[src/rtl/word_read_temp_latch.sv]
// word_read_temp_latch
//   Atomic 16-bit reads over an 8-bit bus using one shared TEMP byte.
//   A low-byte read returns the low byte and snapshots the high byte into TEMP.
//   A later high-byte read returns TEMP, so the CPU sees a coherent word even
//   if the live register changed in between.
//
//   Optional build macro: WORD_READ_ERR_EN
//     When defined, rd_err pulses alongside dout_valid for two cases:
//     a high-byte read with no pending snapshot, or both strobes in the same cycle.
//     When undefined, rd_err is tied low and no error logic is built.
//
// Ports
//   clk         system clock, rising edge
//   clr         asynchronous active-high reset
//   src_bus     live register values, reg i = src_bus[i*2*BYTE_W +: 2*BYTE_W]
//   rd_addr     register select, sampled with rd_lo (ignored on rd_hi)
//   rd_lo       low-byte read strobe
//   rd_hi       high-byte read strobe
//   dout        registered read data, holds between reads
//   dout_valid  one-cycle pulse, dout valid
//   temp_full   TEMP holds an unconsumed snapshot
//   rd_err      protocol error pulse (WORD_READ_ERR_EN builds only)
module word_read_temp_latch #(
  parameter int                BYTE_W   = 8,
  parameter int                NUM_REGS = 4,
  parameter int                ADDR_W   = 2,
  parameter logic [BYTE_W-1:0] RESETVAL = '0
) (
  input  logic                         clk,
  input  logic                         clr,
  input  logic [NUM_REGS*2*BYTE_W-1:0] src_bus,
  input  logic [ADDR_W-1:0]            rd_addr,
  input  logic                         rd_lo,
  input  logic                         rd_hi,
  output logic [BYTE_W-1:0]            dout,
  output logic                         dout_valid,
  output logic                         temp_full,
  output logic                         rd_err
);

  typedef enum logic {
    IDLE = 1'b0,
    HELD = 1'b1
  } state_t;

  state_t            state_q, state_d;
  logic [BYTE_W-1:0] temp_q, temp_d;
  logic [BYTE_W-1:0] dout_q, dout_d;
  logic              dout_valid_q, dout_valid_d;
  logic [2*BYTE_W-1:0] sel_word;

  // Source select; an address with no matching register yields zero.
  always_comb begin
    sel_word = '0;
    for (int i = 0; i < NUM_REGS; i++) begin
      if (rd_addr == ADDR_W'(i)) sel_word = src_bus[i*2*BYTE_W +: 2*BYTE_W];
    end
  end

  // rd_lo has priority; a coincident rd_hi is dropped.
  always_comb begin
    state_d      = state_q;
    temp_d       = temp_q;
    dout_d       = dout_q;
    dout_valid_d = 1'b0;
    if (rd_lo) begin
      dout_d       = sel_word[BYTE_W-1:0];
      temp_d       = sel_word[2*BYTE_W-1:BYTE_W];
      dout_valid_d = 1'b1;
      state_d      = HELD;
    end else if (rd_hi) begin
      // TEMP is kept after consumption so a stray rd_hi returns the last snapshot.
      dout_d       = temp_q;
      dout_valid_d = 1'b1;
      state_d      = IDLE;
    end
  end

  always_ff @(posedge clk or posedge clr) begin
    if (clr) begin
      state_q      <= IDLE;
      temp_q       <= RESETVAL;
      dout_q       <= RESETVAL;
      dout_valid_q <= 1'b0;
    end else begin
      state_q      <= state_d;
      temp_q       <= temp_d;
      dout_q       <= dout_d;
      dout_valid_q <= dout_valid_d;
    end
  end

  assign dout       = dout_q;
  assign dout_valid = dout_valid_q;
  assign temp_full  = (state_q == HELD);

`ifdef WORD_READ_ERR_EN
  logic rd_err_q, rd_err_d;

  // rd_hi with nothing pending, or rd_hi colliding with rd_lo.
  always_comb begin
    rd_err_d = rd_hi && (rd_lo || (state_q == IDLE));
  end

  always_ff @(posedge clk or posedge clr) begin
    if (clr) rd_err_q <= 1'b0;
    else     rd_err_q <= rd_err_d;
  end

  assign rd_err = rd_err_q;
`else
  assign rd_err = 1'b0;
`endif

endmodule

[config.mk]
export PLATFORM = sky130hd
export DESIGN_NAME = word_read_temp_latch
export DESIGN_NICKNAME = d
export VERILOG_FILES = /design/src/rtl/word_read_temp_latch.sv
export SDC_FILE = /design/constraint.sdc
export NUM_CORES = 1
export LEC_CHECK = 0
export CAP_MARGIN = 20
export CORE_MARGIN = 2
export CORE_UTILIZATION = 41
export CTS_BUF_LIST = sky130_fd_sc_hd__clkbuf_8
export DETAILED_ROUTE_END_ITERATION = 8
export PLACE_DENSITY = 0.94
export SLEW_MARGIN = 20
export SYNTH_ARGS = -nofsm -noshare
export SYNTH_HDL_FRONTEND = slang
export SYNTH_SLANG_ARGS = --single-unit
[constraint.sdc]
create_clock -name clk -period 2.62 [get_ports clk]
set_input_delay 0.524 -clock clk [delete_from_list [all_inputs] [get_ports clk]]
set_output_delay 0.524 -clock clk [all_outputs]
set_load 0.03 [all_outputs]
# After elaboration in Yosys (flattened, before gate mapping)
# Cells that the tools add are included.
# totals
reg_bits,18
wordCells,19
# classes
reduce_logical,2
eq_ne,3
mux,10
# ops
cell,n
two-way mux 16 bit,4
two-way mux 8 bit,2
"== test 2 bit, second input constant",2
two-way mux 1 bit,4
"== test 2 x 1 -> 1 bit, second input constant",1
logical NOT 2 bit,1
nonzero test 2 bit,1

# Depth between registers and ports, before layout
# Gate-level depths: netlist (run 1).
# logic_depth
word_depth,6
mapped_depth,6
mapped_depth_nobuf,3

# Least setup slack after synthesis (run 1)
# OpenSTA, ideal clock, no wires.
# synth_timing
path_kind,input -> register
start,input rd_hi
end,register dout_q[3] (netlist: dout[3])
path_slack_ns,1.269
t_arrival_ns,1.221
path_buffers,1
cell_stages,4
setup_ns,0.130
cell_sequence,buf_2 > mux2_2 > o22ai_1 > a31oi_1
# synth_between
elab_chain_len,1
# synth_rtl
element,line_no,source
from (decl),34,"input logic rd_hi,"
nonzero test 2 bit (no line),n/a,
to (signal assigned),88,dout_q <= dout_d;
to (decl),48,"logic [BYTE_W-1:0] dout_q, dout_d;"
# No other way between the ends.
# A chain may end at the register's enable or synchronous reset.

# Worst setup path after layout (run 1)
# layout_timing
start,register dout_q[5] (netlist: dout[5])
end,output dout[5]
# layout_lines
element,line_no,source
to (decl),35,"output logic [BYTE_W-1:0] dout,"
# No word-level cell between the ends.

==> metrics list, run 1 <==
- In the synthesized netlist the dominant register cell turns out to be sky130_fd_sc_hd__dfrtp_1.
- Routed wire length on met2: 1.76 mm
* # hold bufs at CTS: 0
* Final standard cell utilization of the core: 0.685
- Fraction of synthesis flops using an asynchronous set or reset pin: 1.00
* Shortest period the worst path allows: about 1800 ps
* Core Area: ~0.0031 mm2
- In the final routing, the length of wire on met1 measures ~1.3 mm.
- Of the synthesized area, sequential elements account for 0.345.
- The tightest min-delay check is of the register to register type.
- Highest routed metal layer: met4
- STA classifies the critical path endpoint as an output port.
* Lkg Pwr: approximately 0.88 nW
- Hold violation total from the final report: 0
* Synth Cell Area: 0.00131 mm2
- After detailed routing, the average wire length per cell comes to between 15 and 20 um.
* Flip-flop and latch count after synthesis: 18
- Kind of cell adding the most delay to the critical path: buffers and inverters
* CP max-delay cell: sky130_fd_sc_hd__clkdlybuf4s50_1
- From left edge to right edge, the die measures around 60 um.
- Global placer's final weighted congestion: ~0.72
- Latest clock arrival within the worst-skew pair: 250 ps
- Wirelength, routed: around 3.6 mm
- For the pin with the worst max-slew slack, the measured transition is around 650 ps.
* Clock tree buffer depth: 2
* Highest clock frequency the design can meet: 548 MHz
* Result of the run: completed
- Setup violations remaining at the end of the flow were counted as 0.
* Count of antenna diodes in the layout: 0
* Buffers inserted during post-CTS setup optimization: 0
* # IOs: 81
- Global-route wire length before repair: about 5.3 mm
* Routed length on met3: a little over 400 um
* Vias: between 1k and 1.5k
* Headroom to the max-slew limit: 0.564
- Buffer cell driving the clock tree root: sky130_fd_sc_hd__clkbuf_8
- Data on the critical path arrives at its endpoint at 1300 ps.
- Largest area contributor in the synthesized netlist: sky130_fd_sc_hd__dfrtp_1
- In the finished design, the share of the clock period the worst path needs comes to 0.697.
- From synthesis to final layout, the design area changed by 60.2%.
- Largest net degree at the start of global routing: 23
* Total number of yosys warnings: 0
* Overall global routing resource usage: 0.197
- Worst path required time: roughly 2100 ps
* Crit Path Class: register to output port
- The number of nets handed over by synthesis was 179.
* Most repeated cell in the gate-level netlist after synthesis: sky130_fd_sc_hd__mux2i_1
* Drt first-iter violations: 20
* DR vias/cell: approximately 5
- Between clock sinks in the finished design, the worst skew comes to between 0.6 and 0.7 ps.
- Max-cap violations in this run came to 0.
* Synthesized instance count: approximately 110
- Num CTS Buffers: 3
* Input/output buffers: a little under 80
* Fraction of layout cells with a size suffix above 1: 0.164
- Antenna violations before repair: 0
- Number of cells upsized or downsized after cts: 0
- Final hold slack: 499 ps
- Top cells by instance count after synthesis: 24 x sky130_fd_sc_hd__mux2i_1, 18 x sky130_fd_sc_hd__dfrtp_1, 12 x sky130_fd_sc_hd__mux2_2
- Clock tree from TritonCTS: yes
- First-pass iteration count of the detailed router: 4
* Vias in the first global route: about 1.2k
- Max IR drop VDD: ~170 uV
- In this run the number of H-tree levels came out at 1.
- Placed instance count: about 220
- Die ar.: around 0.0037 mm2
- Number of clock sinks: 18
- Power density over cell area: 422 mW/mm2
- Setup repair after global routing left no endpoint under its margin.
- Max-slew violations: 0
* Dpl hpwl: 2.86 mm
- The number of different library cells used by synthesis comes to 19.
- Die outline height: 60.4 um
- Adding up every negative setup slack in the final design gives 0 ps.
- After clock tree synthesis, the clock-pin slew on the worst setup and hold paths is 60 ps.
- Fraction of synthesized cell area taken by the top area cell type: 0.345
- Along the worst path, the maximum fanout reaches 2.
- The final layout contains roughly 250 nets.
- After global routing the overflow that remains totals 0.
- DRC errors left: 0
- The floorplan has 20 rows.
- Critical Path Source Type: register
- Highest cell delay on the worst timing path: between 600 and 700 ps
- Together, buffers and inverters on the worst path number 1.
- The initial utilization of the core area, before any placement, comes to 0.428.
* Power, Total: around 0.88 mW
- Once detail routing completed, the nets flagged for antenna violations numbered 0.
- Mean instance size in the synthesized netlist: roughly 12 um2
- By area the synthesized netlist is led by sky130_fd_sc_hd__dfrtp_1 34%, sky130_fd_sc_hd__mux2i_1 18%, sky130_fd_sc_hd__mux2_2 10%, sky130_fd_sc_hd__o221ai_1 5.4%, sky130_fd_sc_hd__buf_12 4.6%.
* Post-synth EDFFs: 0
- Chain of cells forming the critical path: clkdlybuf4s50_1
- Leaving out filler cells and counting taps, the final layout contains 227.
[worst paths after layout]
| path | from | end | slack, ps | depth (start not counted) |
|---|---|---|---|---|
| worst max-delay path | dout[5] | dout[5] | 790 | 1 |
| worst min-delay path | temp_full | temp_full | 500 | 1 |
| worst max register to register | dout[7] | dout[7] | 1600 | 3 |
| min in group asynchronous | clr | dout[7] | 670 | 2 |
| worst min register to register | temp_full | temp_full | 500 | 1 |
| max in group asynchronous | clr | dout[3] | 1530 | 2 |
[through the flow]
stage          setup WS (ps)  cell area, um2
6_report                 795            2090
5_1_grt                  776            2090
4_1_cts                  786            2090
3_5_place_dp             613            2040
3_3_place_gp             656            2040
2_1_floorplan           1270            1310
[where the power goes]
| part | internal (mW) | total, mW | switching, mW | leakage (nW) |
|---|---|---|---|---|
| sequential | 0.313 | 0.334 | 0.0211 | 0.210 |
| clock | 0.133 | 0.217 | 0.0842 | 0.0288 |
| combinational | 0.197 | 0.332 | 0.134 | 0.640 |
| total | 0.643 | 0.883 | 0.240 | 0.879 |
[state kept, by name, indices dropped and copies added (netlist names)]
name	cells
temp_q	8
dout_valid	1
dout	8
temp_full	1
[cells by family (layout without fill, tap and decap cells)]
family	count (synthesis)	count (layout)	synth area share
AND/OR/NAND/NOR	11	11	0.0565
other	1	1	0.00287
AO/OA/AOI/OAI	25	25	0.155
buffers and inverters	14	88	0.107
flip-flops	18	18	0.345
multiplexers	40	40	0.333
[metal layers]
metal,up-vias,GRT usage
li1,560,-
met1,518,0.194
met2,66,0.371
met3,10,0.0704
met4,0,0.0839
met5,-,0
[placed cells by master (no fill, tap or decap), types with 2 or more instances in the layout]
cell,count
sky130_fd_sc_hd__clkdlybuf4s50_1,78
sky130_fd_sc_hd__mux2i_1,24
sky130_fd_sc_hd__clkbuf_8,4
sky130_fd_sc_hd__buf_4,3
sky130_fd_sc_hd__o22ai_1,4
sky130_fd_sc_hd__o221ai_1,8
sky130_fd_sc_hd__mux2_4,4
sky130_fd_sc_hd__o22ai_2,4
sky130_fd_sc_hd__mux2_2,12
sky130_fd_sc_hd__nand2b_1,8
sky130_fd_sc_hd__inv_1,2
sky130_fd_sc_hd__dfrtp_1,18
sky130_fd_sc_hd__a31oi_1,8
[area by class of cell]
cell class,instances,area (um2)
flip-flops and latches,18,450
inverters,2,7.51
clock buffers,4,55.1
well taps,44,55.1
multi-input cells,77,716
repair buffers,82,808
fillers,238,961
No activity file was read; power rests on OpenSTA's default activity.
==> run 2: changes to the inputs <==
Settings changed: CORE_UTILIZATION 41 to 34, PLACE_DENSITY 0.94 to 0.84.
Clock period 2.62 ns to 1.6 ns, I/O delays scaled along.
==> run 2 against run 1 <==
Compared with the run above: core utilization down 9.4 points; final cell count up 6.2%; sequential share of layout area down 0.87 points; die area up 19%; power up 65%; combinational power up 65%.
==> metrics list, run 2 (synthesized netlist as in run 1, its figures left out) <==
* Result of the run: completed
- Of the total power, combinational logic draws 0.375.
* # hold bufs at CTS: 0
* Placed instance area: ~0.0021 mm2
- The die is approximately 66 um tall.
- For the worst-skew pair, the clock arrives at the later sink with an insertion delay of 250 ps.
- Antenna violations before repair: 0
- Of the total power, the clock network draws 0.254.
* Vias: roughly 1.2k
* Fraction of layout cells with a size suffix above 1: 0.207
- The first detailed-routing pass ran for 4 iterations.
- The floorplan step defined a die boundary enclosing approximately 0.0044 mm2.
- Final standard cell utilization of the core: 0.591
* Crit Path Class: input port to register
* RSZ-0062 raised after global routing: no
* Dpl hpwl: 3.03 mm
- Once detail routing completed, the nets flagged for antenna violations numbered 0.
* Commonest cells after routing, fill and taps aside: 68 x sky130_fd_sc_hd__clkdlybuf4s50_1, 24 x sky130_fd_sc_hd__mux2i_1, 18 x sky130_fd_sc_hd__dfrtp_1
- The first global-routing pass estimated 5.51 mm of wire.
- Power spread over the standard cell area amounts to 669 mW/mm2.
* Fraction of power spent switching nets: 0.278
- Power dissipated by switching net loads: about 0.41 mW
* Starting density of the core: 0.354
- Internal reg-to-reg setup slack: approximately 610 ps
* Buffers inserted during post-CTS setup optimization: 0
* Post-route standard cell area excluding fillers: about 0.0022 mm2
- FF/Latch Area: between 400 and 500 um2
- The multi-input combinational cells in the finished layout cover a total of between 700 and 800 um2.
- Leaving out filler cells and counting taps, the final layout contains ~240.
* Overall global routing resource usage: 0.169
- Power, Total: ~1.5 mW
- In this run the horizontal extent of the chip is ~66 um.
* Worst Reg-to-Reg Cells: 3
* Max-slew violations: 0
* Layout Area Growth over Synthesis: 66.9%
* Clock slew seen by the registers of the worst setup and hold paths: roughly 70 ps
- Critical Path Source Type: input port
* Reg2Reg Launch Point: dout[5]
- Buffers inserted during clock tree synthesis total 3.
* Final setup violation count: 0
- Placed instance count: about 240
* Worst min path class: input port to async pin
- Across the routed clock network, the largest skew measured is approximately 1.0 ps.
- Timing would allow up to roughly 720 MHz.
* DRC errors left: 0
- Number of nets in the layout: approximately 260
* Overflow left after global routing: 0
* Worst Setup End Kind: register
- Level count of the clock H-tree: 1
- Clock tree buffer depth: 2
- Clock tree from TritonCTS: yes
* Max IR drop VDD: between 200 and 300 uV
- Of all nets on the critical path, the largest fanout is 9.
- Crit path setup slack, layout: 204 ps
* Hold violation total from the final report: 0
- Shortest period the worst path allows: roughly 1400 ps
* Vias in the first global route: ~1.3k
* Internal power: about 1.1 mW
* R2r endpoint: dout[5]
- Wirelength, routed: roughly 3.6 mm
- Adding up every negative setup slack in the final design gives 0 ps.
- Data arrives at the worst endpoint at between 1500 and 2000 ps.
* Average detailed-routed wire length per instance: about 15 um
- Prior to clock tree synthesis, the placed netlist has a worst setup slack of -61.0 ps.
- Input and output buffers added on the ports amount to 79.
* Count of antenna diodes in the layout: 0
- Drt first-iter violations: 23
- Commonest non-fill, non-tap cell in the layout: sky130_fd_sc_hd__clkdlybuf4s50_1
* DR vias/cell: about 5
* Number of clock sinks: 18
- Global placer's final weighted congestion: between 0.7 and 0.8
- Entering global routing, the biggest net connects 19 pins.
- slightly above 80 I/O pins were placed.
* Number of violations of the max-capacitance limit: 0
* Fill cell instance count of the final layout: around 320
* Worst path required time: between 1500 and 2000 ps
- The core region is ~0.0037 mm2.
- On the final layout, the worst hold slack is between 300 and 400 ps.
- In this run the static leakage power is roughly 0.95 nW.
- The floorplan has 22 rows.
- Post-route clock period utilization: 0.872
- Buffer cell driving the clock tree root: sky130_fd_sc_hd__clkbuf_8
* Sequential share of power: 0.371
* Worst setup path start: rd_hi
==> run 2: worst max-delay path: stages <==
cell	delay, ps
sky130_fd_sc_hd__clkdlybuf4s50_1	460
sky130_fd_sc_hd__buf_4	180
sky130_fd_sc_hd__mux2_2	360
sky130_fd_sc_hd__o22ai_2	150
sky130_fd_sc_hd__a31oi_1	60
==> run 2: layout make-up <==
| type | count | share of cell area |
|---|---|---|
| clock buffers | 4 | 0.0253 |
| repair buffers | 92 | 0.409 |
| well taps | 48 | 0.0276 |
| flip-flops and latches | 18 | 0.207 |
| inverters | 2 | 0.00344 |
| multi-input cells | 77 | 0.328 |
==> run 2: how the worst max path moves through the flow <==
stage	cells past startpoint	slack [ps]	endpoint
3_5_place_dp	5	-60	dout[7]
3_3_place_gp	5	-9	dout[7]
4_1_cts	1	1	dout[4]
2_1_floorplan	4	450	dout[3]
5_1_grt	5	150	dout[5]
6_report	5	200	dout[7]
==> run 2: metal layers <==
metal,up-vias,share of wire,global-route usage
met5,-,0,0
met4,0,0.012,0.0612
met3,5,0.10,0.0477
met2,63,0.49,0.316
met1,551,0.39,0.178
li1,582,-,-
==> run 2: power groups by stage <==
stage	registers, mW	logic, mW	clock network [mW]
after floorplan	0.605	0.241	0
after global placement	0.549	0.555	0
after detailed placement	0.552	0.569	0
after CTS	0.543	0.554	0.378
after global routing	0.549	0.586	0.404
final	0.542	0.547	0.370
==> run 2: repair_timing <==
action | 4_1_cts | 5_1_grt
resized for setup | 8 | 2
pin swaps | 0 | 0
setup endpoints to repair | 8 | 2
==> run 3: changes to the inputs <==
Settings changed: CTS_CLUSTER_SIZE from default to 16.
==> results of run 3 <==
Same layout as run 2: the final DEF is identical, and so are final timing and power.
